### src/rtl/brick_pkg.sv
// Shared constants and FSM state encoding for the brick collision sweep.
// Latency: n/a (declarations only).
// Backpressure: n/a.
package brick_pkg;

  localparam int NUM_BRICKS = 48;  // bricks scanned, addresses 0..NUM_BRICKS-1
  localparam int GRID_X     = 8;   // bricks per row in the playfield layout
  localparam int BRICK_W    = 40;  // brick width in pixels
  localparam int BRICK_H    = 20;  // brick height in pixels
  localparam int BALL_SZ    = 4;   // ball square side in pixels
  localparam int RD_LAT     = 2;   // address-to-data latency of brick_memory

  localparam int ADDR_W = 6;       // covers up to 64 bricks
  localparam int CNT_W  = 7;       // holds 0..64 live bricks
  localparam int WAIT_W = 2;       // counts 0..RD_LAT-1

  typedef enum logic [2:0] {
    IDLE,
    WAIT,
    CHECK,
    WRITE,
    NEXT,
    DONE
  } state_t;

endpackage

### src/rtl/brick_collision_scan_if.sv
// Bundle between the sweep, brick_memory and the ball controller.
// Latency: n/a (wires only).
// Backpressure: none; start is a pulse honoured only while the sweep is idle.
//   master: drives start/ball position and returns memory data; sees status.
//   slave : the sweep itself (brick_collision_scan).
interface brick_collision_scan_if;
  import brick_pkg::*;

  logic              start;
  logic [9:0]        ball_x;
  logic [9:0]        ball_y;
  logic [1:0]        health_in;
  logic [9:0]        brick_x_in;
  logic [9:0]        brick_y_in;
  logic [ADDR_W-1:0] address;
  logic              wren;
  logic              busy;
  logic              done;
  logic              flip_x;
  logic              flip_y;
  logic [CNT_W-1:0]  bricks_left;

  modport master (
    output start, ball_x, ball_y, health_in, brick_x_in, brick_y_in,
    input  address, wren, busy, done, flip_x, flip_y, bricks_left
  );

  modport slave (
    input  start, ball_x, ball_y, health_in, brick_x_in, brick_y_in,
    output address, wren, busy, done, flip_x, flip_y, bricks_left
  );

endinterface

### src/rtl/brick_overlap.sv
// Ball-vs-brick box test plus choice of which velocity axis to flip.
// Latency: purely combinational.
// Backpressure: none.
//   ball_x_i/ball_y_i   : ball top-left corner
//   brick_x_i/brick_y_i : brick top-left corner
//   hit_o               : boxes overlap
//   fx_o/fy_o           : flip x / flip y (only ever set together with hit_o)
module brick_overlap
  import brick_pkg::*;
(
  input  logic [9:0] ball_x_i,
  input  logic [9:0] ball_y_i,
  input  logic [9:0] brick_x_i,
  input  logic [9:0] brick_y_i,
  output logic       hit_o,
  output logic       fx_o,
  output logic       fy_o
);

  // One extra bit so right/bottom edges near 1023 do not wrap.
  logic [10:0] bl_x, bh_x, kl_x, kh_x;
  logic [10:0] bl_y, bh_y, kl_y, kh_y;
  logic [10:0] dx, dy;
  logic        ov_x, ov_y;

  assign bl_x = {1'b0, ball_x_i};
  assign bh_x = bl_x + 11'(BALL_SZ);
  assign kl_x = {1'b0, brick_x_i};
  assign kh_x = kl_x + 11'(BRICK_W);
  assign bl_y = {1'b0, ball_y_i};
  assign bh_y = bl_y + 11'(BALL_SZ);
  assign kl_y = {1'b0, brick_y_i};
  assign kh_y = kl_y + 11'(BRICK_H);

  assign ov_x = (bl_x < kh_x) && (kl_x < bh_x);
  assign ov_y = (bl_y < kh_y) && (kl_y < bh_y);

  // Penetration depth on each axis; only meaningful when the boxes overlap.
  assign dx = ((bh_x < kh_x) ? bh_x : kh_x) - ((bl_x > kl_x) ? bl_x : kl_x);
  assign dy = ((bh_y < kh_y) ? bh_y : kh_y) - ((bl_y > kl_y) ? bl_y : kl_y);

  // Shallower penetration marks the side that was struck; a tie bounces in y.
  assign hit_o = ov_x & ov_y;
  assign fx_o  = hit_o & (dx < dy);
  assign fy_o  = hit_o & ~(dx < dy);

endmodule

### src/rtl/brick_collision_scan.sv
// Per-frame sweep of brick_memory: decrements struck bricks, reports flips and live count.
// Latency: (RD_LAT+2) cycles per brick, +1 per hit, +1 for the done cycle.
// Backpressure: none; start is ignored while busy, memory reads are fixed-latency.
//   clk, resetn : clock, asynchronous active-low reset
//   bus (slave) : start/ball_x/ball_y in, memory address/wren out, health/x/y in,
//                 busy/done/flip_x/flip_y/bricks_left status out
//   Build option BRICK_SCAN_EARLY_EXIT_EN: stop the sweep after the first hit.
module brick_collision_scan
  import brick_pkg::*;
(
  input  logic                  clk,
  input  logic                  resetn,
  brick_collision_scan_if.slave bus
);

  state_t            state_q, state_d;
  logic [ADDR_W-1:0] addr_q, addr_d;
  logic [WAIT_W-1:0] wait_q, wait_d;
  logic [9:0]        bx_q, bx_d;
  logic [9:0]        by_q, by_d;
  logic [CNT_W-1:0]  cnt_q, cnt_d;
  logic [CNT_W-1:0]  left_q, left_d;
  logic              fx_q, fx_d;
  logic              fy_q, fy_d;

  logic hit, fx, fy;

  brick_overlap u_overlap (
    .ball_x_i  (bx_q),
    .ball_y_i  (by_q),
    .brick_x_i (bus.brick_x_in),
    .brick_y_i (bus.brick_y_in),
    .hit_o     (hit),
    .fx_o      (fx),
    .fy_o      (fy)
  );

  always_ff @(posedge clk or negedge resetn) begin
    if (!resetn) begin
      state_q <= IDLE;
      addr_q  <= '0;
      wait_q  <= '0;
      bx_q    <= '0;
      by_q    <= '0;
      cnt_q   <= '0;
      left_q  <= CNT_W'(NUM_BRICKS);
      fx_q    <= 1'b0;
      fy_q    <= 1'b0;
    end else begin
      state_q <= state_d;
      addr_q  <= addr_d;
      wait_q  <= wait_d;
      bx_q    <= bx_d;
      by_q    <= by_d;
      cnt_q   <= cnt_d;
      left_q  <= left_d;
      fx_q    <= fx_d;
      fy_q    <= fy_d;
    end
  end

  always_comb begin
    state_d = state_q;
    addr_d  = addr_q;
    wait_d  = wait_q;
    bx_d    = bx_q;
    by_d    = by_q;
    cnt_d   = cnt_q;
    left_d  = left_q;
    fx_d    = fx_q;
    fy_d    = fy_q;

    unique case (state_q)
      IDLE: begin
        if (bus.start) begin
          bx_d    = bus.ball_x;
          by_d    = bus.ball_y;
          fx_d    = 1'b0;
          fy_d    = 1'b0;
          cnt_d   = '0;
          addr_d  = '0;
          wait_d  = '0;
          state_d = WAIT;
        end
      end

      // Hold the address until brick_memory's registered output catches up.
      WAIT: begin
        if (wait_q == WAIT_W'(RD_LAT - 1)) begin
          state_d = CHECK;
        end else begin
          wait_d = wait_q + WAIT_W'(1);
        end
      end

      CHECK: begin
        if (bus.health_in == 2'd0) begin
          state_d = NEXT;
        end else if (!hit) begin
          cnt_d   = cnt_q + CNT_W'(1);
          state_d = NEXT;
        end else begin
          // A brick on its last point dies on this hit and is not counted.
          if (bus.health_in > 2'd1) begin
            cnt_d = cnt_q + CNT_W'(1);
          end
          state_d = WRITE;
        end
      end

      // Address and read data are still those of the struck brick here.
      WRITE: begin
        fx_d = fx_q | fx;
        fy_d = fy_q | fy;
`ifdef BRICK_SCAN_EARLY_EXIT_EN
        // Partial sweep: the running count is meaningless, so derive the
        // result from the previous total; DONE then copies it out as usual.
        cnt_d   = left_q - CNT_W'(bus.health_in == 2'd1);
        state_d = DONE;
`else
        state_d = NEXT;
`endif
      end

      NEXT: begin
        if (addr_q == ADDR_W'(NUM_BRICKS - 1)) begin
          state_d = DONE;
        end else begin
          addr_d  = addr_q + ADDR_W'(1);
          wait_d  = '0;
          state_d = WAIT;
        end
      end

      DONE: begin
        left_d  = cnt_q;
        state_d = IDLE;
      end

      default: state_d = IDLE;
    endcase
  end

  assign bus.address     = addr_q;
  assign bus.wren        = (state_q == WRITE);
  assign bus.busy        = (state_q != IDLE);
  assign bus.done        = (state_q == DONE);
  assign bus.flip_x      = fx_q;
  assign bus.flip_y      = fy_q;
  assign bus.bricks_left = left_q;

endmodule
### src/flat_wrapper.sv
// flat-port wrapper written by rule: the top's interface ports become plain ports
module brick_collision_scan_flat import brick_pkg::*;
  (clk, resetn, bus_start, bus_ball_x, bus_ball_y, bus_health_in, bus_brick_x_in, bus_brick_y_in, bus_address, bus_wren, bus_busy, bus_done, bus_flip_x, bus_flip_y, bus_bricks_left);
  brick_collision_scan_if bus_i ();
  input  logic clk;
  input  logic resetn;
  input wire logic [$bits(bus_i.start)-1:0] bus_start;
  input wire logic [$bits(bus_i.ball_x)-1:0] bus_ball_x;
  input wire logic [$bits(bus_i.ball_y)-1:0] bus_ball_y;
  input wire logic [$bits(bus_i.health_in)-1:0] bus_health_in;
  input wire logic [$bits(bus_i.brick_x_in)-1:0] bus_brick_x_in;
  input wire logic [$bits(bus_i.brick_y_in)-1:0] bus_brick_y_in;
  output wire logic [$bits(bus_i.address)-1:0] bus_address;
  output wire logic [$bits(bus_i.wren)-1:0] bus_wren;
  output wire logic [$bits(bus_i.busy)-1:0] bus_busy;
  output wire logic [$bits(bus_i.done)-1:0] bus_done;
  output wire logic [$bits(bus_i.flip_x)-1:0] bus_flip_x;
  output wire logic [$bits(bus_i.flip_y)-1:0] bus_flip_y;
  output wire logic [$bits(bus_i.bricks_left)-1:0] bus_bricks_left;
  assign bus_i.start = bus_start;
  assign bus_i.ball_x = bus_ball_x;
  assign bus_i.ball_y = bus_ball_y;
  assign bus_i.health_in = bus_health_in;
  assign bus_i.brick_x_in = bus_brick_x_in;
  assign bus_i.brick_y_in = bus_brick_y_in;
  assign bus_address = bus_i.address;
  assign bus_wren = bus_i.wren;
  assign bus_busy = bus_i.busy;
  assign bus_done = bus_i.done;
  assign bus_flip_x = bus_i.flip_x;
  assign bus_flip_y = bus_i.flip_y;
  assign bus_bricks_left = bus_i.bricks_left;
  brick_collision_scan u_core (.clk(clk), .resetn(resetn), .bus(bus_i));
endmodule
### config.mk
export PLATFORM = sky130hd
export DESIGN_NAME = brick_collision_scan_flat
export DESIGN_NICKNAME = d
export VERILOG_FILES = /design/src/rtl/brick_pkg.sv /design/src/rtl/brick_collision_scan_if.sv /design/src/rtl/brick_overlap.sv /design/src/rtl/brick_collision_scan.sv /design/src/flat_wrapper.sv
export SDC_FILE = /design/constraint.sdc
export NUM_CORES = 1
export LEC_CHECK = 0
export ABC_AREA = 1
export CAP_MARGIN = 20
export CELL_PAD_IN_SITES_DETAIL_PLACEMENT = 0
export CELL_PAD_IN_SITES_GLOBAL_PLACEMENT = 2
export CORE_AREA = 2 2 135 137
export DETAILED_ROUTE_END_ITERATION = 12
export DIE_AREA = 0 0 137 139
export HOLD_SLACK_MARGIN = 0.1
export PLACE_DENSITY = 0.95
export RECOVER_POWER = 25
export SLEW_MARGIN = 10
export SYNTH_ARGS = -nofsm -noshare
export SYNTH_HDL_FRONTEND = slang
export SYNTH_SLANG_ARGS = --single-unit
### constraint.sdc
create_clock -name clk -period 10.85 [get_ports clk]
set_input_delay 1.085 -clock clk [delete_from_list [all_inputs] [get_ports clk]]
set_output_delay 1.085 -clock clk [all_outputs]
set_load 0.005 [all_outputs]
* Yosys cells after proc, flatten, opt, wreduce, memory -nomap -nowiden
Index checks and enable logic that the tools add are counted.
** Word-level totals
- Register bits :: 47
- Output and inout bits :: 18
- Input bits :: 45
- Logic and storage cells :: 87
** Operators by class
- Add/subtract/negate cells :: 9
- Equal/unequal tests :: 13
- Bitwise logic cells :: 6
- Magnitude comparators :: 10
- Multiplexer cells :: 25
- Reduce and logical (&&, ||, !) cells :: 15
** Operators with widths (number)
- $lt A10 B11 Y1 :: 4
- $lt A11 B11 Y1 :: 3
- $mux W7 :: 4
- $add A10 B3 Y11 const B :: 2
- $mux W11 :: 2
- $sub A11 B10 Y11 :: 2
- $gt A10 B10 Y1 :: 2
- $mux W10 :: 2
- $mux W3 :: 5
- $pmux W3 S5 :: 1
- $pmux W7 S2 :: 1
- $mux W6 :: 2
- $pmux W6 S2 :: 1
- $add A10 B5 Y11 const B :: 1
- $add A10 B6 Y11 const B :: 1
- $ne A2 B2 Y1 const B :: 4
- $reduce_and A4 Y1 :: 2
- $add A7 B1 Y7 const B :: 1
- $add A6 B1 Y6 const B :: 1
- $eq A3 B2 Y1 const B :: 2
- $eq A3 B3 Y1 const B :: 2
- $eq A6 B6 Y1 const B :: 1
- $mux W2 :: 3
- $pmux W2 S3 :: 1
- 18 further kinds :: 28

* Longest topological paths before layout
- Depth after elaboration :: 9
- Depth in mapped cells :: 36
- Depth with buffers taken out :: 35

* Cells and area by module
Synthesis repeated with hierarchy kept, for this count alone.
** Unflattened totals
- Cell total of the unflattened synthesis :: 926
- Area, all modules :: 6069.6 um^2
** By module, submodules not included
- brick_overlap :: seq. area each 0.0 um^2, cells each 664, instances 1, area an instance 3866.2 um^2
- brick_collision_scan :: seq. area each 1178.6 um^2, cells each 262, instances 1, area an instance 2203.4 um^2

* Least setup slack after synthesis
No wires, ideal clock.
- Path kind :: input -> register
- Start point :: in bus_brick_x_in[3]
- End point :: reg u_core.fy_q, in the netlist u_core.bus.flip_y
- Buffers on the path :: 1
- Data arrival time :: 4.897 ns
- Stages :: 31
- Library setup time :: 0.065 ns
- Required time :: 10.785 ns
- Path slack :: 5.888 ns
- Cells stage by stage :: ha_1 > xor2_1 > ha_1 > nand2_1 > nor2_1 > nor2_1 > nand3_1 > nand2_1 > nand3_1 > nand3_1 > nand2_1 > buf_2 > o21ai_0 > ha_1 > inv_1 > fa_1 > nand4_1 > and3_1 > o21ai_0 > a21o_1 > nand2_1 > nand2_1 > nand3_1 > nand2_1 > ha_1 > nand2_1 > nor2_1 > nand4_1 > o211ai_1 > nand3_1 > nand2_1
** Between the ends
- Cells in the longest elaborated chain, start to end :: 9
- Elaborated cells between the ends (all ways) :: 15
- Classes of those cells :: 2 x add/sub; 5 x order compare; 3 x mux; 4 x bitwise; 1 x reduce/logical
** Ends and longest elaborated chain
- from (decl) :: RTL line flat_wrapper.sv:11 : input wire logic [$bits(bus_i.brick_x_in)-1:0] bus_brick_x_in;
- $add A10 B6 Y11 :: RTL line brick_overlap.sv:29 : assign kh_x = kl_x + 11'(BRICK_W);
- $lt A11 B11 Y1 :: RTL line brick_overlap.sv:39 : assign dx = ((bh_x < kh_x) ? bh_x : kh_x) - ((bl_x > kl_x) ? bl_x : kl_x);
- $mux W11 :: RTL line brick_overlap.sv:39
- $sub A11 B10 Y11 :: RTL line brick_overlap.sv:39
- $lt A11 B11 Y1 :: RTL line brick_overlap.sv:45 : assign fy_o = hit_o & ~(dx < dy);
- $not A1 Y1 :: RTL line brick_overlap.sv:45
- $and A1 B1 Y1 * :: RTL line brick_overlap.sv:45
- $or A1 B1 Y1 * :: RTL line brick_collision_scan.sv:114 : fy_d = fy_q | fy;
- $pmux W1 S2 * :: RTL line brick_collision_scan.sv:73 : unique case (state_q)
- to (signal assigned) :: RTL line brick_collision_scan.sv:58 : fy_q <= fy_d;
- to (decl) :: RTL line brick_collision_scan.sv:24 : logic fy_q, fy_d;
Every way passes the cells marked *; elsewhere a longest branch is shown, timed or not.
A chain may end at the register's enable or synchronous reset.

* Worst setup path after layout
Same ends and word-level chain as after synthesis.

==> results.md <==
- The area growth from synthesis to layout is 16.5%.
- The synthesized area per cell is 6.71 sq um.
- Grouping stages by cell kind, the critical path spends the most delay in simple AND/OR/NAND/NOR gates.
- The share of the synthesized area in the top cell type is 20.6%.
- After detailed routing, the number of vias per cell comes to 4.81.
- The slowest stage of the critical path is the clkdlybuf4s50_1 cell.
- For this block, the routed nets add up to 16600 microns of wire.
- The net count reported at finish is 1100.
- The starting density of the core is 34.1%.
- Based on the critical path, the design can be clocked at up to 161 MHz.
- Data arrives at the worst endpoint at 6.45 ns.
- STA classifies the critical path endpoint as a flop.
- The power density of the placed cells is 358 mW/mm^2.
- Max-cap violations in this run came to 1.
- After layout, the design draws a total of 2.51 mW.
- The endpoint identified for the worst register-to-register timing path is u_core.bus.flip_y$_DFFE_PN0P_.
- Before antenna repair, the detailed router went through 7 iterations.
- The unique cell type count in the Yosys netlist is 40.
- The worst setup slack after layout is 4.64 ns.
- The count of port buffers added during placement is 62.
- The root cell of the clock tree is clkbuf_16.
- After synthesis the netlist holds a flip-flop and latch count of 47.
- The proportion of register bits with asynchronous set or reset after synthesis is 100%.
- The total negative slack for setup checks is 0 ns.
- After synthesis, the cell types taking the most area are ha_1 (21%), dfrtp_1 (19%), nand2_1 (16%).
- By instance count, the cell type seen most on the critical path is nand2_1.
- The routed length per instance is 14.0 microns.
- Counting flops with a built-in enable in the synthesized netlist gives 0.
- The initialized floorplan defines 49 standard-cell rows.
- The die covers 0.0190 sq mm.
- The clock passes through at most 2 buffers.
- Routability-driven placement finished with a final weighted congestion of 0.875.
- At the pin with the least slew margin, the transition time is 2.77 ns.
- The required time reported for the critical path endpoint is 11.09 ns.
- For the worst flop-to-flop path, the logic depth is 33.
- The flow ran to the end, but the final reports show violations.
- The horizontal die dimension is 137 microns.
- The launch instance of the worst register-to-register path is u_core.bx_q[2]$_DFFE_PN0P_.
- The chip height is 139 microns.
- The largest incremental delay on the critical path is 0.61 ns.
- The start-to-end type of the worst setup path is primary input to flop.
- Once the clock tree was built, the setup fixing pass inserted 0 buffers.
- The worst hold path belongs to the class flop to flop.
- The critical path contains buffers and inverters numbering 3 combined.
- The setup slack after placement is 4.35 ns.
- The leading register cell type out of synthesis is dfrtp_1.
- TritonCTS built the clock tree.
- The netlist area before placement is 0.00602 sq mm.
- The clock arrives with 0.00941 ns of skew.
- The total of endpoints with negative setup slack in the final report is 0.
- The post-route netlist has 5.65% of its cells at a drive strength greater than 1.
- The slack of the worst reg-to-reg path is 5.31 ns.
- After legalization and detailed placement, the total HPWL measured 13500 microns.
- In the routed design, unresolved DRC markers number 0.
- The warning count from the yosys run is 0.
- The total leakage power is 3.60 nW.
- The H-tree was split into 2 levels.
- The worst hold path depth is 2.
- The via count of the first global-routing pass is 5697.
- The first global-routing pass estimated 28200 microns of wire.
- The cell with the most instances after synthesis is nand2_1.
- The initial antenna violation count was 0.
- Hold repair after CTS inserted 0 buffers.
- The filler cells instantiated in the layout total 1906.
- The count of nets left with antenna violations once routing finished came out at 0.
- The worst pin sits at a relative slew slack of -84.9%.
- The path with the worst hold slack has its endpoint at u_core.bus.bricks_left[5]$_DFFE_PN1P_.
- The total area inside the core boundary comes to 0.0177 sq mm.
- Synthesis produced 898 cells.
- The critical path crosses 33 cells after its start point.
- The total CTS buffers is 5.
- The final hold slack is 0.463 ns.
- Setup repair after global routing left no endpoint under its margin.
- The checks that failed: max-capacitance violations, max-slew violations.
- During I/O placement, the number of pins put on the boundary was 63.
- In this run, the number of DRC markers left after iteration 0 of detailed routing was 287.
- The register clock-pin slew on the reported worst setup and hold paths is 0.07 ns.
- The worst hold path begins at u_core.bus.bricks_left[5]$_DFFE_PN1P_.
- At the later pin of the worst-skew pair, clock insertion delay measures 0.30 ns.
- The total global routing overflow is 0.
- Entering global routing, the biggest net connects 48 pins.
- The type of origin of the critical path is a primary input.
- The total count of max-transition violations in the final report is 48.
- The number of nets handed over by synthesis was 1044.
- The minimum clock period after layout is 6.21 ns.
- The post-route fraction of the period consumed by the critical path is 57.3%.
- ha_1 takes more of the synthesized area than any other cell.
- Counting every sink on the clock net gives 47.
- The via count of the routed design is 5698.
- The highest fanout seen on the critical path is 21.
- The worst-case IR drop observed on VDD is 0.190 mV.
- For this run, the total global-route usage over all layers was measured as 18.3%.
- The proportion of synthesized chip area in sequential cells is 19.6%.
- 0 antenna diodes ended up in the layout.
- Sorting the synthesized cells by how often they occur yields nand2_1 (254), inv_1 (109), ha_1 (99), nor2_1 (63), o21ai_0 (61).
- The post-cts resize count is 0.
- The number of hold violations in the final report came to 0.
state kept, by name, summed over array words and instances, names as in the netlist:
signal / cells
u_core.bx_q: 10
u_core.by_q: 10
u_core.bus.bricks_left: 7
u_core.cnt_q: 7
u_core.bus.address: 6
u_core.state_q: 3
u_core.wait_q: 2
u_core.bus.flip_x: 1
u_core.bus.flip_y: 1
cells by family after synthesis:
group	Yosys count	synth area share (%)
DFF	47	19.6
adders and majority gates	101	21.2
buffers and inverters	134	8.91
AOI/OAI and AO/OA	142	12.7
xor gates and xnor gates	35	5.21
and+or+nand+nor	439	32.4
placed cells by master, fill, tap and decap left out, types with 2 or more instances in the layout:
master / netlist / final
inv_2: 7 / 7
dfrtp_1: 45 / 45
o21ai_1: 11 / 11
o21bai_1: 2 / 2
nor2_1: 63 / 63
nand3_1: 50 / 50
a21oi_2: 3 / 3
nand2_2: 7 / 7
clkbuf_16: 0 / 5
o21ai_0: 61 / 61
dfstp_2: 2 / 2
nor2_2: 12 / 12
nor3_1: 10 / 10
clkinv_1: 3 / 3
nand3_2: 7 / 7
clkdlybuf4s50_1: 0 / 61
a21o_1: 7 / 7
xor2_1: 24 / 24
nand3_4: 2 / 2
ha_1: 99 / 99
inv_1: 109 / 109
a31oi_1: 2 / 2
a21oi_1: 50 / 50
nand3b_1: 5 / 5
xnor2_1: 10 / 10
nand2_1: 254 / 254
a211oi_1: 2 / 2
and3_1: 2 / 2
o211ai_1: 3 / 3
fa_1: 2 / 2
nand4_1: 22 / 22
area by class of cell:
type / instances / area (sq um) / share of cell area, %
Clock inverter: 3 / 46.3 / 0.660
Timing Repair Buffer: 64 / 627 / 8.93
Clock buffer: 5 / 125 / 1.78
Sequential cell: 47 / 1180 / 16.8
Tap cell: 229 / 287 / 4.08
Inverter: 119 / 447 / 6.36
Multi-Input combinational cell: 717 / 4310 / 61.4
how the worst max path moves through the flow:
stage,slack (ns),endpoint,start
floorplan,5.89,u_core.bus.flip_y$_DFFE_PN0P_,bus_brick_x_in[3]
global placement,4.33,u_core.bus.flip_y$_DFFE_PN0P_,bus_brick_x_in[3]
detailed placement,4.35,u_core.bus.flip_y$_DFFE_PN0P_,bus_brick_x_in[3]
CTS,4.66,u_core.bus.flip_y$_DFFE_PN0P_,bus_brick_x_in[3]
global route,3.89,u_core.bus.flip_y$_DFFE_PN0P_,bus_brick_x_in[3]
finish,4.64,u_core.bus.flip_y$_DFFE_PN0P_,bus_brick_x_in[3]
power by group:
group | internal, mW | total, mW | switching (mW)
combinational | 0.795 | 1.99 | 1.20
sequential | 0.231 | 0.331 | 0.100
clock | 0.110 | 0.190 | 0.0801
total | 1.14 | 2.51 | 1.38
worst reg2reg max path, delay by kind of cell, from the launching register on:
family	cells	cell delay, ns
adder cells (fa/ha/maj)	5	1.41
flip-flops	1	0.46
AO/OA/AOI/OAI	5	1.00
AND/OR/NAND/NOR	20	2.26
XOR/XNOR	1	0.21
buffers and inverters	2	0.13
per-stage QoR:
step / util (%) / std cells / area, sq um
after detailed placement: 38.8 / 1176 / 6850
after floorplan: - / 898 / 6020
final: 39.8 / 1184 / 7020
after global placement: 38.8 / 1176 / 6850
after global routing: 39.8 / 1184 / 7020
after CTS: 39.8 / 1184 / 7020
per-layer routing:
layer,part of all wire [%],wire (microns),up-vias,track usage (%)
li1,-,-,3063,-
met1,50,8360,2536,26.3
met2,45,7490,89,29.9
met3,3.8,631,10,2.78
met4,0.57,95,0,2.28
met5,0,0,-,0
Note: power is estimated with default switching activity, not from simulation.
